## src/rtl/pci_master_req.sv

```systemverilog
// pci_master_req: PCI bus-master requester that runs the REQ/GNT/FRAME handshake for one local burst-write command
//
// Ports:
//   clk, rst_n              clock, asynchronous active-low reset
//   cmd_valid/ready         local command handshake (ready only in IDLE)
//   cmd_addr, cmd_len       burst start address, phase count minus 1
//   dat_in/valid/ready      per-phase write data; dat_ready marks target-ready in DATA
//   pci_req, pci_grnt       request to / grant from the central arbiter
//   pci_frame, pci_ad(_oe)  transaction active, address/data bus and its enable
//   pci_trdy                target ready
//   done, err               one-cycle completion / abandon pulses
//
// Build option: define PCI_MASTER_RETRY_EN to back off and re-request up to
// RETRY_MAX times after a grant timeout; otherwise the first timeout errors out.
module pci_master_req #(
  parameter int unsigned LEN_W        = 4,
  parameter int unsigned GNT_TIMEOUT  = 12,
  parameter int unsigned TRDY_TIMEOUT = 8,
  parameter int unsigned RETRY_MAX    = 3
) (
  input  logic             clk,
  input  logic             rst_n,
  input  logic             cmd_valid,
  output logic             cmd_ready,
  input  logic [31:0]      cmd_addr,
  input  logic [LEN_W-1:0] cmd_len,
  input  logic [31:0]      dat_in,
  input  logic             dat_valid,
  output logic             dat_ready,
  output logic             pci_req,
  input  logic             pci_grnt,
  output logic             pci_frame,
  output logic [31:0]      pci_ad,
  output logic             pci_ad_oe,
  input  logic             pci_trdy,
  output logic             done,
  output logic             err
);
  localparam int unsigned GW = $clog2(GNT_TIMEOUT + 1);
  localparam int unsigned TW = $clog2(TRDY_TIMEOUT + 1);
  localparam logic [GW-1:0] G_LAST = GW'(GNT_TIMEOUT - 1);
  localparam logic [TW-1:0] T_LAST = TW'(TRDY_TIMEOUT - 1);
  typedef enum logic [2:0] {
    S_IDLE, S_REQ, S_BACKOFF, S_ADDR, S_DATA, S_RELEASE, S_ERR
  } state_t;
  state_t state_q, state_d;
  logic [31:0] addr_q, addr_d, ad_q, ad_d;
  logic [LEN_W-1:0] len_q, len_d, phase_q, phase_d;
  logic [GW-1:0] gcnt_q, gcnt_d;
  logic [TW-1:0] tcnt_q, tcnt_d;
  logic req_q, req_d, frame_q, frame_d, done_q, done_d, err_q, err_d;
`ifdef PCI_MASTER_RETRY_EN
  localparam int unsigned RW = $clog2(RETRY_MAX + 2);
  logic [RW-1:0] rc_q, rc_d;
`endif
  assign cmd_ready = state_q == S_IDLE;
  assign dat_ready = (state_q == S_DATA) & pci_trdy;
  // Data phases put the live write data on the bus; otherwise the last driven value is held.
  assign pci_ad    = (state_q == S_DATA) ? dat_in : ad_q;
  assign pci_req   = req_q;
  assign pci_frame = frame_q;
  assign pci_ad_oe = frame_q;
  assign done      = done_q;
  assign err       = err_q;
  always_comb begin
    state_d = state_q;
    addr_d  = addr_q;
    len_d   = len_q;
    ad_d    = ad_q;
    phase_d = phase_q;
    gcnt_d  = gcnt_q;
    tcnt_d  = tcnt_q;
`ifdef PCI_MASTER_RETRY_EN
    rc_d    = rc_q;
`endif
    case (state_q)
      S_IDLE: if (cmd_valid) begin
        addr_d  = cmd_addr;
        len_d   = cmd_len;
        gcnt_d  = '0;
`ifdef PCI_MASTER_RETRY_EN
        rc_d    = '0;
`endif
        state_d = S_REQ;
      end
      S_REQ: if (pci_grnt) begin
        state_d = S_ADDR;
        ad_d    = addr_q;
        phase_d = '0;
        tcnt_d  = '0;
      end else if (gcnt_q == G_LAST) begin
`ifdef PCI_MASTER_RETRY_EN
        state_d = S_BACKOFF;
`else
        state_d = S_ERR;
`endif
      end else gcnt_d = gcnt_q + 1'b1;
`ifdef PCI_MASTER_RETRY_EN
      S_BACKOFF: begin
        rc_d    = (rc_q == '1) ? rc_q : rc_q + 1'b1;
        gcnt_d  = '0;
        state_d = (rc_d > RW'(RETRY_MAX)) ? S_ERR : S_REQ;
      end
`endif
      S_ADDR: state_d = S_DATA;
      S_DATA: begin
        ad_d = dat_in;
        // A completion clears the stall count even on the cycle it would have timed out.
        if (dat_valid & pci_trdy) begin
          tcnt_d = '0;
          if (phase_q == len_q) state_d = S_RELEASE;
          else phase_d = phase_q + 1'b1;
        end else if (tcnt_q == T_LAST) state_d = S_ERR;
        else tcnt_d = tcnt_q + 1'b1;
      end
      default: state_d = S_IDLE;
    endcase
    // Bus outputs are registered from the next state so they line up with the state they describe.
    req_d   = state_d == S_REQ;
    frame_d = (state_d == S_ADDR) | (state_d == S_DATA);
    done_d  = state_d == S_RELEASE;
    err_d   = state_d == S_ERR;
  end
  always_ff @(posedge clk or negedge rst_n) begin
    if (!rst_n) begin
      state_q <= S_IDLE;
      addr_q  <= '0;
      len_q   <= '0;
      ad_q    <= '0;
      phase_q <= '0;
      gcnt_q  <= '0;
      tcnt_q  <= '0;
      req_q   <= 1'b0;
      frame_q <= 1'b0;
      done_q  <= 1'b0;
      err_q   <= 1'b0;
`ifdef PCI_MASTER_RETRY_EN
      rc_q    <= '0;
`endif
    end else begin
      state_q <= state_d;
      addr_q  <= addr_d;
      len_q   <= len_d;
      ad_q    <= ad_d;
      phase_q <= phase_d;
      gcnt_q  <= gcnt_d;
      tcnt_q  <= tcnt_d;
      req_q   <= req_d;
      frame_q <= frame_d;
      done_q  <= done_d;
      err_q   <= err_d;
`ifdef PCI_MASTER_RETRY_EN
      rc_q    <= rc_d;
`endif
    end
  end
endmodule

```

## config.mk

```make
export PLATFORM = sky130hd
export DESIGN_NAME = pci_master_req
export DESIGN_NICKNAME = d
export VERILOG_FILES = /design/src/rtl/pci_master_req.sv
export SDC_FILE = /design/constraint.sdc
export NUM_CORES = 1
export LEC_CHECK = 0
export ABC_AREA = 1
export CORE_UTILIZATION = 44
export DETAILED_ROUTE_END_ITERATION = 10
export PLACE_DENSITY = 0.76
export SLEW_MARGIN = 5
export SYNTH_ARGS = -nofsm -noshare
export SYNTH_HDL_FRONTEND = slang
export SYNTH_SLANG_ARGS = --single-unit
```

## constraint.sdc

```tcl
create_clock -name clk -period 1.6 [get_ports clk]
set_input_delay 0.48 -clock clk [delete_from_list [all_inputs] [get_ports clk]]
set_output_delay 0.48 -clock clk [all_outputs]
set_load 0.05 [all_outputs]
```

**Word-level counts from Yosys, hierarchy flattened**

Cells that the tools add are included.
Widths: inputs -> output; s select.

- Add/sub/neg operators: 3
- Equal/unequal tests: 18
- Mux-type cells: 21
- Bitwise operators: 3
- Reductions and logical operators: 8

Operator list:

| operator | number |
|---|---|
| $mux 32 | 2 |
| $pmux 32 s2 | 1 |
| $mux 4 | 8 |
| $pmux 4 s2 | 3 |
| $mux 3 | 6 |
| $add 4x1->4 const B | 3 |
| $eq 3x3->1 const B | 4 |
| $pmux 3 s4 | 1 |
| $ne 2x2->1 const B | 5 |
| $reduce_and 4->1 | 2 |
| $eq 3x1->1 const B | 2 |
| $eq 3x2->1 const B | 2 |
| $eq 4x3->1 const B | 1 |
| $eq 4x4->1 | 1 |
| $eq 4x4->1 const B | 1 |
| $reduce_and 2->1 | 2 |
| $reduce_bool 2->1 | 2 |
| $logic_not 3->1 | 1 |
| $ne 3x3->1 const B | 1 |
| $reduce_and 3->1 | 1 |
| $and 1x1->1 | 2 |
| $ne 2x1->1 const B | 1 |
| $or 1x1->1 | 1 |

- Flip-flop bits (word level): 87
- Input port bits: 74
- Output and inout port bits: 39
- Logic and storage cells: 64

**Longest topological paths before layout**

Gate-level depths: netlist of the first run.

- Word-level depth: 6
- Depth in mapped cells: 9
- Depth with buffers taken out: 9

**Least setup slack after synthesis of the first run**

Ideal clock, no wire load.

- Kind: reg2out
- From: register state_q[0]
- To: output pci_ad[10]
- Data arrival time: 2,009 ps
- Slack: -889 ps
- Cell stages (with the launch flop): 7
- Path buffers: 2
- Cells stage by stage: dfrtp_1 > nor2_2 > nand2_2 > inv_2 > buf_4 > clkbuf_1 > o21ai_0

- Cells in the longest elaborated chain, start to end: 2

RTL lines:

| item | line | text |
|---|---|---|
| start, declared | 46 | `state_t state_q, state_d;` |
| start signal, assigned | 141 | `state_q <= state_d;` |
| $eq 3x3->1 | 59 | `assign pci_ad = (state_q == S_DATA) ? dat_in : ad_q;` |
| $mux 32 | 59 |  |
| end, declared | 33 | `output logic [31:0] pci_ad,` |

Every way passes these cells.

**Worst setup path in the final report of the first run**

- From: register state_q[1]
- To: output pci_ad[15]

The elaborated chain is that of the path after synthesis.

==> results of run 1 <==
## state kept, by name, summed over array words and instances, names as in the netlist
signal and count:
ad_q 32, addr_q 32, gcnt_q 4, len_q 4, phase_q 4, tcnt_q 4
state_q 3, done 1, err 1, pci_ad_oe 1, pci_req 1
## cell families after synthesis
kind of cell	share of synthesized area (%)
and+or+nand+nor	17.8
AOI/OAI and AO/OA	17.4
buffers and inverters	10.4
DFF	50.4
muxes	2.70
adders and majority gates	0.870
xor gates and xnor gates	0.406
## cell usage after synthesis
cell type    n  share of area (%)
a21oi_1     13                1.5
a21oi_2     25                5.1
buf_2        7               0.81
buf_4        3               0.52
buf_6        8                2.1
clkbuf_1     8               0.70
dfrtp_1     87                 50
ha_1         3               0.87
inv_1       68                5.9
inv_2        4               0.35
mux2_2       5                1.3
mux2_4       4                1.4
nand2_1    109                9.5
nand2_2      4               0.58
nand3_1     13                1.5
nand3_2      1               0.23
nand3_4      1               0.41
nand4_1      4               0.58
nor2_1      48                4.2
nor2_2       2               0.29
o21ai_0     58                6.7
o21ai_1     30                3.5
o21ai_2      1               0.20
o31ai_1      1               0.17
o41ai_1      1               0.20
or2_2        4               0.58
xor2_1       2               0.41
## where the power goes
| group | switching (mW) | leakage, nW | internal, mW | total, mW |
|---|---|---|---|---|
| logic | 6.01 | 2.40 | 5.27 | 11.3 |
| registers | 0.498 | 1.03 | 3.18 | 3.68 |
| clock network | 0.841 | 0.101 | 0.914 | 1.76 |
| total | 7.35 | 3.53 | 9.37 | 16.7 |
## metrics by stage
step | setup TNS, ps | hold WS [ps]
detailed placement | -11710 | 356
global placement | -9790 | 355
floorplan | -4230 | 184
CTS | -16230 | 513
finish | -22450 | 512
global route | -28630 | 528
## how the worst max path moves through the flow
stage          slack (ps)                 start          to  depth (start not counted)
2_1_floorplan        -150  state_q[0]$_DFF_PN0_  pci_ad[10]                          6
3_3_place_gp         -190             dat_in[2]   pci_ad[2]                          4
3_5_place_dp         -230  state_q[1]$_DFF_PN0_  pci_ad[15]                          7
4_1_cts              -510  state_q[1]$_DFF_PN0_  pci_ad[21]                          7
5_1_grt              -600  state_q[1]$_DFF_PN0_  pci_ad[10]                          7
6_report             -530  state_q[1]$_DFF_PN0_  pci_ad[15]                          7
## area by class of cell
cell class              count  area share, %
flip-flops and latches     87           28.2
multi-input cells         331           31.4
inverters                  72           3.66
clock buffers              10           1.78
clock inverters             5           1.07
well taps                 129           2.09
repair buffers            184           31.8
## layout by cell type (no fill, tap or decap), drive strengths merged, types with 2 or more instances in the layout
cell and n:
nand4 4, clkinvlp 3, ha 3, nor2 50, nand2 115, o21ai 89
inv 71, mux2 9, xor2 2, clkbuf 20, buf 101, a21oi 38
or2 4, dfrtp 87, nand3 15, clkdlybuf4s50 72, bufinv 2
## worst max-delay path: stages (launching register included)
cell and delay, ps:
dfrtp_1 400, nor2_2 150, nand2_2 90, clkinv_4 120, clkbuf_16 200, buf_12 130
o21ai_4 60, buf_12 150
## layer usage
metal	share of wire (%)	up-vias	global-route usage, %
li1	-	1980	-
met1	40	2101	29.3
met2	51	168	42.8
met3	6.4	36	4.02
met4	3.1	0	8.81
met5	0	-	0
## repair_timing
item                                   CTS  global route
pin swaps                                1            15
endpoints found under the hold margin   13             0
buffers inserted                        14            10
gates resized for setup                 43           106
setup endpoints to repair               35            95
cloned                                   3            15
hold buffers                             1             0
==> metrics.txt, run 1 <==
run status finished with violations; violated checks setup timing; Crit Path Max Fanout 8; DIE AREA roughly 0.01 mm²; worst setup timing slack at the placement stage -228 ps; effective utilization at floorplan ~46%; type of the worst setup path reg2out; clock tree from TritonCTS done; Final Core Density just over 80%; critical register-to-register path startpoint state_q[1]$_DFF_PN0_; number of failing hold endpoints at the final stage 0; wire length of the first global-routing pass 18,900 µm; post-synthesis area per instance ~8.4 µm²; reg-to-reg setup timing slack -160 ps; count of non-filler cells in the finished layout 818; number of nets in the finished design around 760; ant diodes 0; number of antenna violations at the first check in global routing 0; endpoint class of the critical path output pin; IR drop worst, VDD about 1.5 mV; headroom to the max-slew limit between 80% and 90%; Remaining Overflow, GRT 0; total cell area at the placement stage ~0.0065 mm²; final total power 16.7 mW; post-detailed-placement half-perimeter wirelength between 7000 and 8000 µm; Worst Slack Setup Final -532 ps; critical path data required time 1120 ps; WL/cell between 15 and 20 µm; synthesized netlist cell count 514; leakage power summed over all cells around 3.5 nW; vias 4,285; CTS Buffer Depth 2; power density over the cells about 2200 mW/mm²; aggregate routed wire length between 15,000 and 20,000 µm; DRC errors left 0; antenna viol nets, final 0; gp weighted congestion slightly above 0.8; number of port buffers approximately 110; total count of max-transition violations in the final report 0; std cell rows 35; Die Span X 101 µm; Clk Latency, worst-skew pair between 300 and 400 ps; routed via count divided by cell count 5.24; Sequential cell area between 0.002 and 0.0025 mm²; syn_nets around 590; # Max-Cap Violations 0; flops & latches, synth 87; endpoint of the worst register-to-register path phase_q[0]$_DFFE_PN0P_; pin count of the biggest net entering global routing 55; total clock sinks 87; sequential fraction of the synthesis area between 50 and 60%; transition time at the pin with the least slew margin 287 ps; via count of the first global-routing pass 4,019; Syn. warnings 0; area growth from synthesis to layout 79.0%; Layout Skew approximately 16 ps; Fill cells 530; GRT Total Usage between 20% and 30%; share of post-route cells with drive strength above 1 42.4%; core box area between 0.009 and 0.01 mm²; sort of element at the start of the critical path flip-flop; Reg clk slew, reported paths ~90 ps; class of the tightest hold or removal check reg2reg; number of distinct library cell variants in the gate-level netlist after synthesis 27; total CTS buffers 9; FF-to-FF path depth 11; synthesized cell area around 0.0043 mm²; count of cells along the worst hold path 1; DR pass1 iterations 4; number of top-level pins between 100 and 150; final instance area 0.00773 mm²; CTS root buffer clkbuf_8; number of violations reported at the end of detailed-routing iteration 0 173; Die Y roughly 100 µm; final setup violation count 97; Final Cycle Share 133%; worst hold path startpoint addr_q[22]$_DFFE_PN0P_; setup repair after global routing missed its margin yes; H-Tree Level Count 3; shortest clock period the worst path allows after layout approximately 2100 ps; count of placed standard cells including taps ~760; area taken by multi-input logic gates approximately 0.0024 mm²; max frequency approximately 470 MHz; end point of the most critical hold path addr_q[22]$_DFFE_PN0P_; worst endpoint data arrival time 1650 ps
No activity file was read; power rests on OpenSTA's default activity.
==> inputs of run 2 (changes only) <==
ABC_AREA = 0   (was 1)
PLACE_DENSITY = 0.77   (was 0.76)
SETUP_SLACK_MARGIN = 0.1   (was unset)
==> metrics.txt, run 2 <==
power density over the cells approximately 2200 mW/mm²; clock tree from TritonCTS done; post-synthesis area per instance approximately 9 µm²; number of distinct library cell variants in the gate-level netlist after synthesis 44; critical path data required time around 1100 ps; Syn. warnings 0; CTS Buffer Depth 2; most area-consuming cells after synthesis dfrtp_1 (52%), nand2_1 (19%), mux2i_1 (8.3%); sort of element at the start of the critical path flip-flop; synthesized cell area between 0.004 and 0.005 mm²; setup repair after global routing missed its margin yes; number of nets in the finished design around 750; number of enable flip-flop cells after synthesis 0; routed via count divided by cell count a little under 6; worst endpoint data arrival time between 1500 and 2000 ps; Worst Slack Setup Final -787 ps; number of failing hold endpoints at the final stage 0; CTS root buffer clkbuf_8; synthesized netlist cell count 470; share of flip-flops with an asynchronous set or reset 100%; vias about 4,700; DR pass1 iterations 5; Layout Skew ~10 ps; antenna viol nets, final 0; Slowest-stage cell, CP dfrtp_1; largest delay contributor family on the critical path buffers and inverters; Largest regs ad_q x32, addr_q x32; Primary FF master, synth dfrtp_1; Final Hold Slack just under 500 ps; sequential fraction of the synthesis area between 50% and 60%; headroom to the max-slew limit between 60 and 70%; syn_nets 547; DIE AREA roughly 0.010 mm²; leakage power summed over all cells around 3.8 nW; ant diodes 0; final setup violation count 119; number of antenna violations at the first check in global routing 0; max frequency 419 MHz; ordered list of cells on the worst path buf_6 > nor3b_4 > buf_4 > clkbuf_16 > nand2_2 > nand2_4 > buf_8; final total power around 18 mW; violated checks setup timing; largest stage delay on the critical path about 450 ps; transition time at the pin with the least slew margin 485 ps; total CTS buffers 9; total clock sinks 87; flops & latches, synth between 80 and 90; Remaining Overflow, GRT 0; Clk Latency, worst-skew pair 360 ps; final instance area 0.00825 mm²; total cell area at the placement stage 0.00647 mm²; DRC errors left 0; shortest clock period the worst path allows after layout 2390 ps; synth cell count leaders nand2_1 (215), dfrtp_1 (87), mux2i_1 (35); Reg clk slew, reported paths around 100 ps; cell accounting for the most synthesized area dfrtp_1; effective utilization at floorplan 45.6%; core box area 0.00924 mm²; area growth from synthesis to layout 95.9%; fraction of synthesized cell area taken by the top area cell type between 50% and 60%; run status finished with violations; H-Tree Level Count 3; std cell rows 35; aggregate routed wire length 19,400 µm; type of the worst setup path reg2out; number of port buffers ~110; via count of the first global-routing pass between 4,000 and 5,000; most common cell after layout, fill and taps aside nand2_2; most frequent cell after synthesis nand2_1; Crit Path Max Fanout 8; class of the tightest hold or removal check in2async; number of violations reported at the end of detailed-routing iteration 0 approximately 350; Die Span X 99.8 µm; IR drop worst, VDD ~1.5 mV; post-detailed-placement half-perimeter wirelength about 7900 µm; wire length of the first global-routing pass 23,700 µm; GRT Total Usage ~31%; final setup TNS -52,290 ps; Die Y ~100 µm; pin count of the biggest net entering global routing 34; gp weighted congestion 0.816; # Max-Cap Violations 0; most used cells in the layout excluding fill and tap cells nand2_2 (89), dfrtp_1 (86), clkdlybuf4s50_1 (71), nand2_4 (68), nand2_1 (57); buffering stage count on the worst path with inverters included 4; number of top-level pins around 110; share of post-route cells with drive strength above 1 54.0%; endpoint class of the critical path output pin; Final Cycle Share 149%; total count of max-transition violations in the final report 0; WL/cell 24.0 µm
[run 2: final cells by class]
| cell class | count | area [µm²] |
|---|---|---|
| Timing Repair Buffer | 219 | 2860 |
| Tap cell | 129 | 161 |
| Clock buffer | 10 | 128 |
| Inverter | 4 | 15.0 |
| Fill cell | 349 | 993 |
| Sequential cell | 87 | 2180 |
| Multi-Input combinational cell | 354 | 2840 |
| Clock inverter | 6 | 70.1 |
[run 2: kinds of logic after synthesis]
logic type / count (synthesis) / synth area share [%]
adder cells (fa/ha/maj): 3 / 0.892
flip-flops: 87 / 51.7
AND/OR/NAND/NOR: 252 / 25.1
buffers and inverters: 29 / 4.55
AO/OA/AOI/OAI: 60 / 8.62
multiplexers: 35 / 8.32
XOR/XNOR: 4 / 0.832
[run 2: metal layers]
metal  vias up  share of wire [%]  wire, µm  global-route usage [%]
li1       1973                  -         -                       -
met1      2306                 36      6950                    36.4
met2       324                 51      9980                    55.0
met3        93                7.1      1390                    4.60
met4         0                5.6      1080                    17.1
met5         -                  0         0                       0
[run 2: through the flow]
step,instances,utilization [%],setup slack (ps)
3_5_place_dp,749,70.0,-484
4_1_cts,798,82.5,-632
5_1_grt,809,89.2,-831
6_report,809,89.2,-787
3_3_place_gp,749,70.0,-423
2_1_floorplan,470,-,-231
[run 2: timing repair]
item,in CTS,in global routing
gates cloned,13,3
pin swaps,51,27
hold buffers,1,0
endpoints found under the setup margin,119,117
buffers inserted,19,11
resized for setup,151,133
endpoints found under the hold margin,9,0
[run 2: where the power goes]
group	total, mW	switching, mW	internal, mW
clock	1.62	0.890	0.735
sequential	4.15	0.988	3.16
combinational	12.6	6.64	5.93
total	18.3	8.52	9.83
[run 2: path summary, 6_finish.rpt]
check | start | end | slack [ps] | depth (start not counted)
worst max-delay path | state_q[1]$_DFF_PN0_ | pci_ad[3] | -790 | 7
worst min-delay path | rst_n | ad_q[8]$_DFFE_PN0P_ | 500 | 2
worst max register to register | state_q[1]$_DFF_PN0_ | tcnt_q[0]$_DFFE_PN0P_ | -440 | 10
worst min register to register | addr_q[0]$_DFFE_PN0P_ | addr_q[0]$_DFFE_PN0P_ | 500 | 2
max in group asynchronous | rst_n | ad_q[1]$_DFFE_PN0P_ | 570 | 3
min in group clk | addr_q[0]$_DFFE_PN0P_ | addr_q[0]$_DFFE_PN0P_ | 500 | 2
==> inputs of run 3 (changes only) <==
CORE_ASPECT_RATIO = 2   (was unset)
CORE_MARGIN = 5   (was unset)
SETUP_SLACK_MARGIN = unset   (was 0.1)
==> metrics.txt, run 3 (synthesis gave the netlist of run 2 again) <==
Layout Skew 8.88 ps; post-detailed-placement half-perimeter wirelength around 8800 µm; total clock sinks between 80 and 90; most used cells in the layout excluding fill and tap cells nand2_1 (118), dfrtp_1 (86), clkdlybuf4s50_1 (71), nand2_2 (53), buf_4 (52); ant diodes 0; leakage power summed over all cells between 3 and 4 nW; final total power between 15 and 20 mW; number of antenna violations at the first check in global routing 0; clock tree from TritonCTS done; pin count of the biggest net entering global routing 88; most common cell after layout, fill and taps aside nand2_1; Int Power just under 10 mW; vias 4,116; hold buffer count at CTS 0; CTS root buffer clkbuf_16; number of nets in the finished design between 700 and 800; number of failing hold endpoints at the final stage 0; headroom to the max-slew limit between 60 and 70%; DIE AREA roughly 0.012 mm²; met3 capacity usage during global routing 3.52%; CTS Buffer Depth 2; Die Y ~150 µm; Sw Pwr 7.20 mW; part of the power in the clock network a little over an eighth; max frequency between 400 and 500 MHz; DRC errors left 0; Worst Slack Setup Final -647 ps; antenna viol nets, final 0; area growth from synthesis to layout 81.0%; Remaining Overflow, GRT 0; transition time at the pin with the least slew margin ~480 ps; # Max-Cap Violations 0; wire length of the first global-routing pass around 21,000 µm; total cell area at the placement stage ~0.0066 mm²; number of port buffers ~110; share of post-route cells with drive strength above 1 approximately 41%; reg-to-reg setup timing slack -280 ps; DR pass1 iterations 4; critical path data required time around 1100 ps; total count of max-transition violations in the final report 0; setup repair after global routing missed its margin yes; relative contribution of combinational cells to total power a little under two thirds; shortest clock period the worst path allows after layout around 2200 ps; class of the tightest hold or removal check in2async; Fill cells about 530; Reg clk slew, reported paths 60 ps; number of top-level pins 113; grt met2 use roughly 45%; power density over the cells 2220 mW/mm²; routed via count divided by cell count around 5.4; area taken by multi-input logic gates ~0.0025 mm²; layer with the highest usage after global routing met2; Reg power frac between 20% and 30%; core box area approximately 0.0094 mm²; effective utilization at floorplan between 40% and 50%; worst endpoint data arrival time approximately 1800 ps; met1 global-route usage around a quarter; gp weighted congestion slightly above 0.9; run status finished with violations; aggregate routed wire length roughly 14,000 µm; endpoint class of the critical path output pin; IR drop worst, VDD about 1.4 mV; sort of element at the start of the critical path flip-flop; violated checks setup timing; WL/cell ~19 µm; final instance area between 0.007 and 0.008 mm²; final setup violation count 73; type of the worst setup path reg2out; total CTS buffers 9; Sw Ratio ~43%; number of violations reported at the end of detailed-routing iteration 0 151; std cell rows 50; Sequential cell area about 0.0022 mm²; Clk Latency, worst-skew pair 340 ps; Crit Path Max Fanout 8; Die Span X 79.2 µm; via count of the first global-routing pass about 4,400; H-Tree Level Count 3; GRT Total Usage ~23%; Final Cycle Share 140%; Largest regs ad_q x32, addr_q x32
[run 3: metal layers]
layer	wire length (µm)	up-vias
met4	496	0
met2	8330	118
met3	573	36
li1	-	1931
met1	4750	2031
met5	0	-
[run 3: worst max-delay path, cell delays in order (launching register included)]
cell and delay (ps):
dfrtp_1 410, buf_6 130, nor3b_4 230, buf_12 170, clkbuf_16 180, nand2_2 90, nand2_4 90, buf_12 130
[run 3: power by group through the flow]
stage | registers (mW) | clock network [mW] | logic [mW]
4_1_cts | 3.80 | 2.31 | 10.3
2_1_floorplan | 3.78 | 0 | 5.42
3_3_place_gp | 3.74 | 0 | 9.20
5_1_grt | 3.96 | 2.40 | 11.3
3_5_place_dp | 3.80 | 0 | 9.41
6_report | 3.85 | 2.28 | 10.8
[run 3: stage by stage]
| stage | setup WS, ps | std cells | hold WS (ps) | TNS (ps) | util (%) |
|---|---|---|---|---|---|
| global placement | -448 | 723 | 453 | -30500 | 70.3 |
| finish | -647 | 763 | 159 | -23340 | 81.2 |
| global route | -713 | 763 | 210 | -28560 | 81.2 |
| CTS | -623 | 757 | 197 | -21480 | 78.2 |
| floorplan | -231 | 470 | 184 | -11010 | - |
| detailed placement | -515 | 723 | 463 | -33150 | 70.3 |
[run 3: timing repair]
| action | CTS | global route |
|---|---|---|
| pin swaps | 8 | 8 |
| gates cloned | 5 | 3 |
| buffers inserted | 13 | 9 |
| setup endpoints to repair | 76 | 113 |
| resized for setup | 70 | 69 |
[run 3: path summary, 6_finish.rpt]
check | startpoint | end | cells past startpoint
worst min register to register | addr_q[9]$_DFFE_PN0P_ | addr_q[9]$_DFFE_PN0P_ | 2
max in group asynchronous | rst_n | addr_q[10]$_DFFE_PN0P_ | 2
worst max register to register | state_q[0]$_DFF_PN0_ | pci_ad_oe$_DFF_PN0_ | 10
worst max-delay path | state_q[0]$_DFF_PN0_ | pci_ad[22] | 7
worst min-delay path | rst_n | done$_DFF_PN0_ | 2
min in group clk | addr_q[9]$_DFFE_PN0P_ | addr_q[9]$_DFFE_PN0P_ | 2
[run 3: cell type report]
class,instances,share of cell area (%)
inverter,4,0.197
clock inverter,7,1.35
clock buffer,9,2.96
tap,104,1.71
multi-input combinational,354,32.5
timing repair buffer,198,32.7
sequential,87,28.6
